`config.mk`:
```
export PLATFORM = sky130hd
export DESIGN_NAME = sseg_mux_n_flat
export DESIGN_NICKNAME = d
export VERILOG_FILES = /design/src/rtl/sseg_pkg.sv /design/src/rtl/sseg_if.sv /design/src/rtl/sseg_hex_decode.sv /design/src/rtl/sseg_mux_n.sv /design/src/flat_wrapper.sv
export SDC_FILE = /design/constraint.sdc
export NUM_CORES = 1
export LEC_CHECK = 0
export CORE_MARGIN = 8
export CORE_UTILIZATION = 46
export DETAILED_ROUTE_END_ITERATION = 6
export PLACE_DENSITY = 0.81
export SLEW_MARGIN = 40
export SYNTH_ARGS = -nofsm -noshare
export SYNTH_HDL_FRONTEND = slang
export SYNTH_SLANG_ARGS = --single-unit
```
`constraint.sdc`:
```
create_clock -name clk -period 2.9 [get_ports clk]
set_input_delay 0.87 -clock clk [delete_from_list [all_inputs] [get_ports clk]]
set_output_delay 0.87 -clock clk [all_outputs]
set_load 0.005 [all_outputs]
```
`src/rtl/sseg_pkg.sv`:
```
`default_nettype none
// ============================================================================
// Module   : sseg_pkg
// Purpose  : Shared constants and helpers for the multiplexed seven-segment
//            driver. Holds the hex-to-segment table (common-anode, active-low,
//            bit0..6 = a..g, bit7 = dp) and the all-off pattern.
// Ports    : none (package)
// Revision : 1.0 - initial release
// ============================================================================
package sseg_pkg;

    localparam logic [7:0] SEG_BLANK = 8'hFF;

    // Indexed by nibble value; entry 0 sits in the low byte.
    localparam logic [15:0][7:0] SEG_TABLE = {
        8'h8E, 8'h86, 8'hA1, 8'hC6, 8'h83, 8'h88, 8'h90, 8'h80,
        8'hF8, 8'h82, 8'h92, 8'h99, 8'hB0, 8'hA4, 8'hF9, 8'hC0
    };

    function automatic logic [7:0] hex2seg(input logic [3:0] nibble);
        return SEG_TABLE[nibble];
    endfunction

endpackage
`default_nettype wire

```
`src/rtl/sseg_if.sv`:
```
`default_nettype none
// ============================================================================
// Module   : sseg_if
// Purpose  : Bundle between board display logic (master) and the segment
//            driver (slave).
// Signals  : display_data  4*DIGITS  hex nibbles, nibble i -> digit i
//            dp            DIGITS    decimal points (1 = lit)
//            digit_en      DIGITS    per-digit enable (0 = blank)
//            lz_blank      1         leading-zero suppression enable
//            brightness    BRIGHT_W  PWM duty, all-ones = 100%
//            sseg          8         active-low segments, bit7 = dp
//            an            DIGITS    active-low anodes
//            frame_start   1         pulse on first cycle of digit 0
// Revision : 1.0 - initial release
// ============================================================================
interface sseg_if #(
    parameter int DIGITS   = 8,
    parameter int BRIGHT_W = 4
);
    logic [4*DIGITS-1:0] display_data;
    logic [DIGITS-1:0]   dp;
    logic [DIGITS-1:0]   digit_en;
    logic                lz_blank;
    logic [BRIGHT_W-1:0] brightness;
    logic [7:0]          sseg;
    logic [DIGITS-1:0]   an;
    logic                frame_start;

    modport master (
        output display_data, dp, digit_en, lz_blank, brightness,
        input  sseg, an, frame_start
    );

    modport slave (
        input  display_data, dp, digit_en, lz_blank, brightness,
        output sseg, an, frame_start
    );
endinterface
`default_nettype wire

```
`src/rtl/sseg_hex_decode.sv`:
```
`default_nettype none
// ============================================================================
// Module   : sseg_hex_decode
// Purpose  : Combinational nibble + decimal point -> active-low segment
//            pattern for a common-anode digit.
// Ports    : nibble_i  4  hex value
//            dp_i      1  decimal point request (1 = lit)
//            seg_o     8  active-low pattern, bit7 = dp
// Revision : 1.0 - initial release
// ============================================================================
module sseg_hex_decode
    import sseg_pkg::*;
(
    input  logic [3:0] nibble_i,
    input  logic       dp_i,
    output logic [7:0] seg_o
);
    logic [7:0] base_w;

    assign base_w = hex2seg(nibble_i);
    assign seg_o  = {base_w[7] & ~dp_i, base_w[6:0]};
endmodule
`default_nettype wire

```
`src/rtl/sseg_mux_n.sv`:
```
`default_nettype none
// ============================================================================
// Module   : sseg_mux_n
// Purpose  : Time-multiplexed driver for DIGITS common-anode digits with
//            per-digit dp/enable, leading-zero blanking, PWM brightness and
//            frame-synchronous latching of the display inputs.
// Ports    : clk    1  system clock
//            clear  1  synchronous active-high reset
//            bus    sseg_if.slave (display inputs in, sseg/an/frame_start out)
// Revision : 1.0 - initial release
// ============================================================================
module sseg_mux_n
    import sseg_pkg::*;
#(
    parameter int DIGITS    = 8,
    parameter int REFRESH_W = 17,
    parameter int BRIGHT_W  = 4
) (
    input  logic   clk,
    input  logic   clear,
    sseg_if.slave  bus
);
    localparam int IDX_W = (DIGITS > 1) ? $clog2(DIGITS) : 1;

    logic [REFRESH_W-1:0] cnt_q;
    logic [IDX_W-1:0]     idx_q, idx_d;

    // Shadow copies: the frame being shown never sees mid-frame input edits.
    logic [4*DIGITS-1:0]  data_sh_q;
    logic [DIGITS-1:0]    dp_sh_q;
    logic [DIGITS-1:0]    en_sh_q;
    logic                 lz_sh_q;

    logic [7:0]           sseg_q, sseg_d;
    logic [DIGITS-1:0]    an_q, an_d;
    logic                 fs_q, fs_d;

    logic                 cnt_wrap;
    logic                 last_digit;
    logic                 frame_wrap;
    logic [3:0]           cur_nib;
    logic [7:0]           dec_seg;
    logic [DIGITS-1:0]    lz_zero;
    logic                 zero_run;
    logic                 pwm_on;
    logic                 blank;

    assign cnt_wrap   = &cnt_q;
    assign last_digit = (idx_q == IDX_W'(DIGITS - 1));
    assign frame_wrap = cnt_wrap & last_digit;

    always_comb begin
        idx_d = idx_q;
        if (cnt_wrap) begin
            idx_d = last_digit ? '0 : idx_q + 1'b1;
        end
    end

    assign cur_nib = data_sh_q[{idx_q, 2'b00} +: 4];

    // lz_zero[i] = nibble i and every nibble above it are zero.
    always_comb begin
        lz_zero  = '0;
        zero_run = 1'b1;
        for (int i = DIGITS - 1; i >= 0; i--) begin
            zero_run   = zero_run & (data_sh_q[4*i +: 4] == 4'h0);
            lz_zero[i] = zero_run;
        end
    end

    // Top BRIGHT_W bits of the dwell counter act as the PWM phase.
    assign pwm_on = (cnt_q[REFRESH_W-1 -: BRIGHT_W] <= bus.brightness);

    assign blank = ~en_sh_q[idx_q]
                 | (lz_sh_q & lz_zero[idx_q] & (idx_q != '0))
                 | ~pwm_on;

    sseg_hex_decode u_decode (
        .nibble_i (cur_nib),
        .dp_i     (dp_sh_q[idx_q]),
        .seg_o    (dec_seg)
    );

    always_comb begin
        sseg_d = SEG_BLANK;
        an_d   = '1;
        fs_d   = (cnt_q == '0) && (idx_q == '0);
        if (!blank) begin
            sseg_d = dec_seg;
            an_d   = ~(DIGITS'(1) << idx_q);
        end
    end

    always_ff @(posedge clk) begin
        if (clear) begin
            cnt_q     <= '0;
            idx_q     <= '0;
            sseg_q    <= SEG_BLANK;
            an_q      <= '1;
            fs_q      <= 1'b0;
            data_sh_q <= bus.display_data;
            dp_sh_q   <= bus.dp;
            en_sh_q   <= bus.digit_en;
            lz_sh_q   <= bus.lz_blank;
        end else begin
            cnt_q  <= cnt_q + 1'b1;
            idx_q  <= idx_d;
            sseg_q <= sseg_d;
            an_q   <= an_d;
            fs_q   <= fs_d;
            if (frame_wrap) begin
                data_sh_q <= bus.display_data;
                dp_sh_q   <= bus.dp;
                en_sh_q   <= bus.digit_en;
                lz_sh_q   <= bus.lz_blank;
            end
        end
    end

    assign bus.sseg        = sseg_q;
    assign bus.an          = an_q;
    assign bus.frame_start = fs_q;
endmodule
`default_nettype wire

```
`src/flat_wrapper.sv`:
```
// flat-port wrapper written by rule: the top's interface ports become plain ports
module sseg_mux_n_flat import sseg_pkg::*;
#(
    parameter int DIGITS    = 8,
    parameter int REFRESH_W = 17,
    parameter int BRIGHT_W  = 4
)
  (clk, clear, bus_display_data, bus_dp, bus_digit_en, bus_lz_blank, bus_brightness, bus_sseg, bus_an, bus_frame_start);
  sseg_if #(.DIGITS(DIGITS), .BRIGHT_W(BRIGHT_W)) bus_i ();
  input  logic clk;
  input  logic clear;
  input wire logic [$bits(bus_i.display_data)-1:0] bus_display_data;
  input wire logic [$bits(bus_i.dp)-1:0] bus_dp;
  input wire logic [$bits(bus_i.digit_en)-1:0] bus_digit_en;
  input wire logic [$bits(bus_i.lz_blank)-1:0] bus_lz_blank;
  input wire logic [$bits(bus_i.brightness)-1:0] bus_brightness;
  output wire logic [$bits(bus_i.sseg)-1:0] bus_sseg;
  output wire logic [$bits(bus_i.an)-1:0] bus_an;
  output wire logic [$bits(bus_i.frame_start)-1:0] bus_frame_start;
  assign bus_i.display_data = bus_display_data;
  assign bus_i.dp = bus_dp;
  assign bus_i.digit_en = bus_digit_en;
  assign bus_i.lz_blank = bus_lz_blank;
  assign bus_i.brightness = bus_brightness;
  assign bus_sseg = bus_i.sseg;
  assign bus_an = bus_i.an;
  assign bus_frame_start = bus_i.frame_start;
  sseg_mux_n #(.DIGITS(DIGITS), .REFRESH_W(REFRESH_W), .BRIGHT_W(BRIGHT_W)) u_core (.clk(clk), .clear(clear), .bus(bus_i));
endmodule
```
Word-level counts from Yosys, hierarchy flattened
Memories as Yosys holds them, arrays and structs flattened.
Index checks and enable logic that the tools add are counted.
- register bits: 86
- memories: 1
- output and inout port bits: 17
- logic and storage cells: 66
- ROM bits: 128
- input bits: 55
- memories (name ; words ; width ; read ports ; clocked after memory_dff ; wr ports ; RTL line ; RTL):
    (no name shown) ; 16 ; 8 ; 1 ; 0 ; 0 ; sseg_pkg.sv:21 ; return SEG_TABLE[nibble];
- muxes and demuxes: 16
- shift-type cells: 2
- reductions and logical operators: 15
- $lt $le $gt $ge: 3
- bitwise operators: 17
- $add $sub $neg: 2
- equality and inequality tests: 1
- operator list (cell ; number):
    32-bit two-way mux ; 2
    8-bit two-way mux ; 5
    4-bit zero test ; 8
    32-bit by 6-bit variable part select with 4-bit output ; 1
    17-bit by 1-bit adder with 17-bit output, second input constant ; 1
    17-bit zero test ; 1
    17-bit AND reduction ; 1
    1-bit AND ; 11
    1-bit binary-select mux with 3-bit select ; 3
    8-bit NOT ; 1
    1-bit by 3-bit << shifter with 8-bit output, first input constant ; 1
    4-bit by 5-bit less-than comparator with 1-bit output, second input constant ; 1
    1-bit two-way mux ; 5
    4-bit <= comparator ; 1
    3-bit by 4-bit less-than comparator with 1-bit output, second input constant ; 1
    3-bit by 1-bit adder with 3-bit output, second input constant ; 1
    3-bit == test, second input constant ; 1
    3-bit zero test ; 1
    3-bit two-way mux ; 1
    1-bit NOT ; 3
    3-bit nonzero test ; 1
    1-bit OR ; 2
    2-bit nonzero test ; 1
    2-bit OR reduction ; 1
    1-bit logical AND ; 1

Longest topological paths before layout
Gate-level depths: netlist (run 1).
- depth in word-level cells: 15
- gate-level depth with buffers: 11
- gate-level depth less buffers: 9

Cells and area by module
From an unflattened synthesis (run 1), not the netlist that was laid out.
- cell total of the unflattened synthesis: 302
- area total of the unflattened synthesis: 3838.7 µm²
- modules (own cells, without submodules) (module ; times used ; cells an instance ; area each (µm²)):
    sseg_mux_n ; 1 ; 269 ; 3559.7
    sseg_hex_decode ; 1 ; 33 ; 279.0

Worst setup path after synthesis (run 1)
No wires, ideal clock.
- kind: reg2reg
- start: reg u_core.cnt_q[0]
- end: reg u_core.data_sh_q[0] (enable)
- data arrival time: 2.382 ns
- buffers on the path: 0
- data required time: 2.494 ns
- path slack: 0.112 ns
- stages on the path, launching flop included: 8
- cell sequence: dfxtp_1 ha_1 inv_1 nor2_1 nand3_1 nor2_1 ha_1 a21o_1
- longest elaborated chain between the ends: 3
- ends and longest elaborated chain (what ; RTL line ; RTL):
    start, declared ; sseg_mux_n.sv:25 ; logic [REFRESH_W-1:0] cnt_q;
    start signal, assigned ; sseg_mux_n.sv:106 ; cnt_q <= cnt_q + 1'b1;
    17-bit AND reduction ; sseg_mux_n.sv:48 ; assign cnt_wrap = &cnt_q;
    named net u_core.cnt_wrap ; sseg_mux_n.sv:38 ; logic cnt_wrap;
    1-bit AND ; sseg_mux_n.sv:50 ; assign frame_wrap = cnt_wrap & last_digit;
    2-bit nonzero test (no source line) ; n/a ;
    end signal, assigned ; sseg_mux_n.sv:101 ; data_sh_q <= bus.display_data;
    end signal, assigned ; sseg_mux_n.sv:112 ; data_sh_q <= bus.display_data;
    end, declared ; sseg_mux_n.sv:29 ; logic [4*DIGITS-1:0] data_sh_q;
The timed path passes the listed nets, and every way through them passes these cells.
A chain may end at the register's enable or synchronous reset.

Worst setup path after layout (run 1)
- start: in bus_brightness[3]
- end: reg u_core.sseg_q[1] (netlist: u_core.bus.sseg[1])
- longest elaborated chain between the ends: 4
- ends and longest elaborated chain (what ; RTL line ; RTL):
    start, declared ; flat_wrapper.sv:16 ; input wire logic [$bits(bus_i.brightness)-1:0] bus_brightness;
    4-bit <= comparator ; sseg_mux_n.sv:72 ; assign pwm_on = (cnt_q[REFRESH_W-1 -: BRIGHT_W] <= bus.brightness);
    1-bit NOT ; sseg_mux_n.sv:76 ; | ~pwm_on;
    1-bit OR ; sseg_mux_n.sv:76 ;
    2-bit OR reduction (no source line) ; n/a ;
    end signal, assigned ; sseg_mux_n.sv:108 ; sseg_q <= sseg_d;
    end, declared ; sseg_mux_n.sv:34 ; logic [7:0] sseg_q, sseg_d;
Every way passes these cells.

==> results_dict.tcl, run 1 <==
set metrics [dict create \
    status "finished, final reports clean" \
    synth.avg_cell_area_um2 13.1 \
    end_kind "register" \
    yosys_warnings 0 \
    finalCritPeriodShare_pct 89.0 \
    syn-cell-area_um2 3660 \
    htreeDepth 3 \
    grt-ovfl-total 0 \
    fp-row-count 32 \
    p_per_area_nw_per_um2 515 \
    ir_worst_vdd_mv 0.375 \
    grt_pass1_vias 2605 \
    p_switching_uw 522 \
    clkSinkCount 86 \
    min_from "u_core.cnt_q[0]" \
    reg2regPathDepth 7 \
    worst_r2r_startpoint "u_core.idx_q[0]" \
    grt_pass1_wl_um 12500 \
    drive_above_1_share_pct 9.86 \
    holdPathEnd "u_core.cnt_q[0]" \
    grt_max_degree 22 \
    viasPerCell 5.21 \
    clk_pin_slew_ns 0.08 \
    clkLatencyLatePin_ns 0.34 \
    syn-num-nets 354 \
    share_comb_of_total_power_pct 9.4 \
    grt_use_total_pct 13.9 \
    dpl_worst_slack_ns -0.0624 \
    firstDrtPassIters 5 \
    cts_tree "built" \
    initialDrtViolationCount 76 \
    gp_congestion 0.796 \
    rsz0062_at_grt "no" \
    placed_area_um2 4510 \
    ios 72 \
    total_leakage_power_nw 1.73 \
    worst_slew_pin_slew_ns 0.661 \
    fin_nets 435 \
    synth-seq-cells 86 \
    postSynthCellCount 280 \
    regArea_um2 2210 \
    dieArea_um2 11100 \
    min_path_type "register to register" \
    setup_slack_ns 0.318 \
    critPathArrivalTime_ns 2.78 \
    fin_util_pct 60.8 \
    synth_cell_types 40 \
    power_frac_seq_pct 57.7 \
    p_sw_share_pct 21.5 \
    drt-total-wl_um 7440 \
    clock_tree.root_cell "clkbuf_8" \
    fmax_mhz 387 \
    cts_resized 0 \
    postCtsSetupBuffers 0 \
    cp_max_fo 16 \
    finalCriticalPeriod_ns 2.58 \
    antenna_found_initial 0 \
    cts_buffers 9 \
    ff2ff_setup_slack_ns 0.54 \
    fin_area_um2 4700 \
    ant_nets 0 \
    cts_hold_buf 0 \
    hold_violations 0 \
    critPathLaunchType "input port" \
    vias 2435 \
    area_delta_synth_final_pct 28.5 \
    wire_per_inst_um 15.9 \
    die_y_um 105 \
    p_int_mw 1.90 \
    core_area_um2 7730 \
    slew_violations 0 \
    hpwl_um 5700 \
    maxCapViolCount 0 \
    die_width_um 105 \
    setup_violations 0 \
    drcViolationCount 0 \
    io_buffers 71 \
    path_class "input port to register" \
    multi_input_area_um2 1320 \
    start_util_pct 47.4 \
    diodes 0 \
    yosysSeqAreaShare_pct 60.4 \
    clkPwrFrac_pct 32.9 \
    min_path_cells 1 \
    clockBufferDepth 2 \
    finalClockSkew_ns 0.00886 \
    rr_endpoint "u_core.bus.sseg[3]" \
    slew_headroom_pct 55.9 \
    worstPathRequired_ns 3.10 \
    num-fill-cells 605 \
]
-- cells by family (layout without fill, tap and decap cells) --
kind of cell    count (synthesis)  in the layout  synth area share, %
simple gates                   90             90                 11.7
flops                          86             86                 60.4
compound gates                 30             30                 5.03
buf+inv                        24            109                 3.56
fa+ha+maj                      19             19                 6.50
mux                            19             19                 9.95
xor+xnor                       12             12                 2.87
-- synthesized netlist by cell type (all sizes together) --
master / number / area share [%]
or3: 2 / 0.34
nor3: 2 / 0.27
o221ai: 3 / 0.72
nand2: 26 / 2.7
or2: 2 / 0.34
nand2b: 1 / 0.17
mux2: 1 / 0.41
mux4: 12 / 7.8
a31oi: 1 / 0.17
a21oi: 10 / 1.4
and3: 3 / 0.51
o31a: 1 / 0.27
a221oi: 1 / 0.24
a211oi: 1 / 0.21
nor4: 11 / 1.9
nand3: 15 / 2.1
mux2i: 6 / 1.7
xor2: 9 / 2.2
clkinv: 2 / 0.21
edfxtp: 49 / 40
dfxtp: 37 / 20
nor4b: 1 / 0.24
ha: 19 / 6.5
o211ai: 3 / 0.62
nand4: 4 / 0.68
nor2: 21 / 2.2
inv: 12 / 1.2
xnor2: 3 / 0.72
a21o: 1 / 0.21
buf: 8 / 1.9
nor2b: 2 / 0.34
clkbuf: 2 / 0.21
o21ai: 9 / 1.2
-- state kept, by name, summed over array words and instances, names as in the netlist --
register / cells
u_core.en_sh_q: 8
u_core.bus.sseg: 8
u_core.data_sh_q: 32
u_core.dp_sh_q: 8
u_core.bus.an: 8
u_core.lz_sh_q: 1
u_core.idx_q: 3
u_core.cnt_q: 17
u_core.bus.frame_start: 1
-- worst max-delay path by stage --
| stage | to | cells after the start | slack (ns) | startpoint |
|---|---|---|---|---|
| finish | u_core.bus.sseg[1] | 8 | 0.32 | bus_brightness[3] |
| detailed placement | u_core.bus.sseg[6] | 8 | -0.06 | bus_brightness[3] |
| global route | u_core.bus.sseg[5] | 8 | 0.17 | bus_brightness[3] |
| CTS | u_core.bus.sseg[6] | 8 | 0.31 | bus_brightness[3] |
| floorplan | u_core.data_sh_q[0] | 7 | 0.11 | u_core.cnt_q[0] |
| global placement | u_core.bus.sseg[5] | 8 | 0.05 | bus_brightness[3] |
-- power by group through the flow --
stage / clock network (mW) / logic [mW] / registers (mW)
2_1_floorplan: 0 / 0.100 / 1.41
3_3_place_gp: 0 / 0.224 / 1.42
3_5_place_dp: 0 / 0.229 / 1.43
4_1_cts: 0.820 / 0.230 / 1.40
5_1_grt: 0.868 / 0.248 / 1.40
6_report: 0.796 / 0.228 / 1.40
-- stage by stage --
stage / setup TNS (ns) / total power, mW / cells / hold slack (ns)
CTS: 0 / 2.45 / 467 / 0.474
detailed placement: -0.184 / 1.65 / 452 / 0.455
global route: 0 / 2.52 / 467 / 0.488
floorplan: 0 / 1.51 / 280 / 0.430
finish: 0 / 2.42 / 467 / 0.472
global placement: 0 / 1.65 / 452 / 0.446
-- layer usage --
metal	global-route usage [%]	part of all wire, %
met2	21.2	46
met4	6.83	2.4
met5	0	0
met3	5.47	8.2
met1	16.8	43
-- worst max-delay path, cell delays in order --
cell	delay [ns]
clkdlybuf4s50_1	0.45
inv_1	0.04
ha_1	0.32
a21oi_1	0.14
o21ai_0	0.11
a221oi_1	0.29
o31a_2	0.38
o221ai_1	0.17
-- final cells by class --
class / count / area share (%)
clock buffers: 10 / 2.71
clock inverters: 5 / 1.28
inverters: 14 / 1.12
multi-input cells: 170 / 28.0
flip-flops and latches: 86 / 47.0
well taps: 102 / 2.71
repair buffers: 80 / 17.1
-- placed cells by master, fill, tap and decap left out, drive strengths merged, types with 2 or more instances in the layout --
cell / n
clkinvlp: 2
edfxtp: 49
nand3: 15
nor3: 2
and3: 3
dfxtp: 37
inv: 13
or3: 2
clkdlybuf4s50: 71
clkinv: 3
clkbuf: 10
nand2: 26
o221ai: 3
mux2i: 6
nor2b: 2
xor2: 9
o211ai: 3
mux4: 12
o21ai: 9
xnor2: 3
nor2: 21
nand4: 4
buf: 9
a21oi: 10
nor4: 11
or2: 2
ha: 19
(Power assumes the default switching activity.)
==> run 2: changes to the inputs <==
--- a/config.mk
+++ b/config.mk
@@ -7,8 +7,9 @@
 export LEC_CHECK = 0
 export CORE_MARGIN = 8
 export CORE_UTILIZATION = 46
+export CTS_CLUSTER_SIZE = 28
 export DETAILED_ROUTE_END_ITERATION = 6
-export PLACE_DENSITY = 0.81
+export PLACE_DENSITY = 0.75
 export SLEW_MARGIN = 40
 export SYNTH_ARGS = -nofsm -noshare
 export SYNTH_HDL_FRONTEND = slang
==> run 2 against run 1 <==
Effect of this change:
- total power is 4.7% lower
- die area stayed put
- critical path depth stayed put
- setup slack better by 0.024 ns
- largest power group unchanged
- core utilization is 0.74 points lower
- highest routed layer unchanged
- critical endpoint is now u_core.bus.sseg[5]
- flip-flop and latch count stayed put
- non-clock buffer count is 2 lower
- clock skew is 0.0015 ns higher
- cell area is 1.2% lower
- hold slack worse by 0.0048 ns
- cell count is 0.21% lower
- clock power is 13% lower
==> results_dict.tcl, run 2 (synthesized netlist as in run 1, its figures left out) <==
set metrics [dict create \
    status "finished, final reports clean" \
    grt_pass1_wl_um 12200 \
    dieArea_um2 11100 \
    clockBufferDepth 2 \
    critPathArrivalTime_ns 2.76 \
    crit_path_end "u_core.bus.sseg[5]" \
    htreeDepth 3 \
    total_leakage_power_nw 1.70 \
    finalCriticalPeriod_ns 2.56 \
    finalClockSkew_ns 0.0103 \
    dpl_worst_slack_ns -0.0387 \
    finalCritPeriodShare_pct 88.2 \
    clkSinkCount 86 \
    clk_pin_slew_ns 0.07 \
    worstPathRequired_ns 3.10 \
    worst_slew_pin_slew_ns 0.671 \
    cpPeakStageDelay_ns 0.46 \
    viasPerCell 5.09 \
    share_comb_of_total_power_pct 9.6 \
    setup_violations 0 \
    vias 2374 \
    grt-ovfl-total 0 \
    instances_no_fill 466 \
    area_delta_synth_final_pct 26.9 \
    reg2regPathDepth 5 \
    ant_nets 0 \
    dp.cells 450 \
    placed_area_um2 4490 \
    path_cells "clkdlybuf4s50_1, inv_1, ha_1, a21oi_1, o21ai_0, a221oi_1, o31a_2, o221ai_1" \
    cts_buffers 9 \
    antenna_found_initial 0 \
    p_int_mw 1.80 \
    power_frac_seq_pct 60.5 \
    path_class "input port to register" \
    grt_max_degree 51 \
    firstDrtPassIters 4 \
    min_path_cells 1 \
    maxCapViolCount 0 \
    largest_reg_flops 32 \
    postCtsSetupBuffers 0 \
    cp_slowest_cell "clkdlybuf4s50_1" \
    regMostFlops "u_core.data_sh_q" \
    p_per_area_nw_per_um2 497 \
    rsz0062_at_grt "no" \
    whs_ns 0.467 \
    cts_hold_buf 0 \
    gp_congestion 0.837 \
    reg.largest.list "u_core.data_sh_q (32), u_core.cnt_q (17)" \
    fin_area_um2 4640 \
    initialDrtViolationCount 93 \
    die_width_um 105 \
    fin_setup_tns_ns 0 \
    diodes 0 \
    die_y_um 105 \
    clkPwrFrac_pct 30.0 \
    grt_use_total_pct 13.7 \
    drt-total-wl_um 7260 \
    slew_headroom_pct 54.4 \
    drcViolationCount 0 \
    num-fill-cells 612 \
    final_cell_mix "71 x clkdlybuf4s50_1, 49 x edfxtp_1, 37 x dfxtp_1" \
    hold_violations 0 \
    drive_above_1_share_pct 9.07 \
    setup_slack_ns 0.342 \
    end_kind "register" \
    clock_tree.root_cell "clkbuf_8" \
    grt_pass1_vias 2502 \
    wire_per_inst_um 15.6 \
    cts_tree "built" \
    fin_util_pct 60.1 \
    io_buffers 71 \
    fp-row-count 32 \
    min_path_type "register to register" \
    critPathLaunchType "input port" \
    hpwl_um 5560 \
    final_common_cell "clkdlybuf4s50_1" \
    ir_worst_vdd_mv 0.340 \
    cp_max_fo 16 \
    p_switching_uw 504 \
    fmax_mhz 391 \
    p_sw_share_pct 21.8 \
    ios 72 \
    worst_r2r_startpoint "u_core.idx_q[0]" \
    rr_endpoint "u_core.bus.sseg[0]" \
    clkLatencyLatePin_ns 0.35 \
    start_util_pct 47.4 \
    power_mw 2.31 \
    slew_violations 0 \
    fin_nets 433 \
    cts_resized 0 \
    crit_path_start "bus_brightness[3]" \
    ff2ff_setup_slack_ns 0.42 \
    core_area_um2 7730 \
]
[run 2: per-layer routing]
layer / GRT usage, % / vias to the layer above / share of wire, %
li1: - / 1189 / -
met1: 17.3 / 1118 / 46
met2: 20.1 / 61 / 46
met3: 5.71 / 6 / 6.7
met4: 6.32 / 0 / 1.4
met5: 0 / - / 0
[run 2: worst min path at each step]
| stage | endpoint | from | slack (ns) |
|---|---|---|---|
| 4_1_cts | u_core.cnt_q[0] | u_core.cnt_q[0] | 0.47 |
| 6_report | u_core.cnt_q[0] | u_core.cnt_q[0] | 0.47 |
| 3_3_place_gp | u_core.cnt_q[0] | u_core.cnt_q[0] | 0.45 |
| 5_1_grt | u_core.cnt_q[0] | u_core.cnt_q[0] | 0.52 |
| 2_1_floorplan | u_core.cnt_q[0] | u_core.cnt_q[0] | 0.43 |
| 3_5_place_dp | u_core.cnt_q[0] | u_core.cnt_q[0] | 0.46 |
[run 2: cell type report]
class	count	area (µm²)	share of cell area, %
flip-flops and latches	86	2210	47.6
multi-input cells	170	1320	28.4
repair buffers	78	776	16.7
clock buffers	11	131	2.83
well taps	102	128	2.75
inverters	14	52.6	1.13
clock inverters	5	26.3	0.566
[run 2: power groups by stage]
stage | clock network (mW) | logic, mW | registers, mW
2_1_floorplan | 0 | 0.100 | 1.41
3_3_place_gp | 0 | 0.218 | 1.42
3_5_place_dp | 0 | 0.222 | 1.42
4_1_cts | 0.714 | 0.223 | 1.40
5_1_grt | 0.763 | 0.243 | 1.40
6_report | 0.692 | 0.221 | 1.40
[run 2: worst max-delay path: cells and delay by family]
kind | cells | cell delay (ns)
adder cells (fa/ha/maj) | 1 | 0.32
buffers and inverters | 2 | 0.51
AO/OA/AOI/OAI | 5 | 1.07
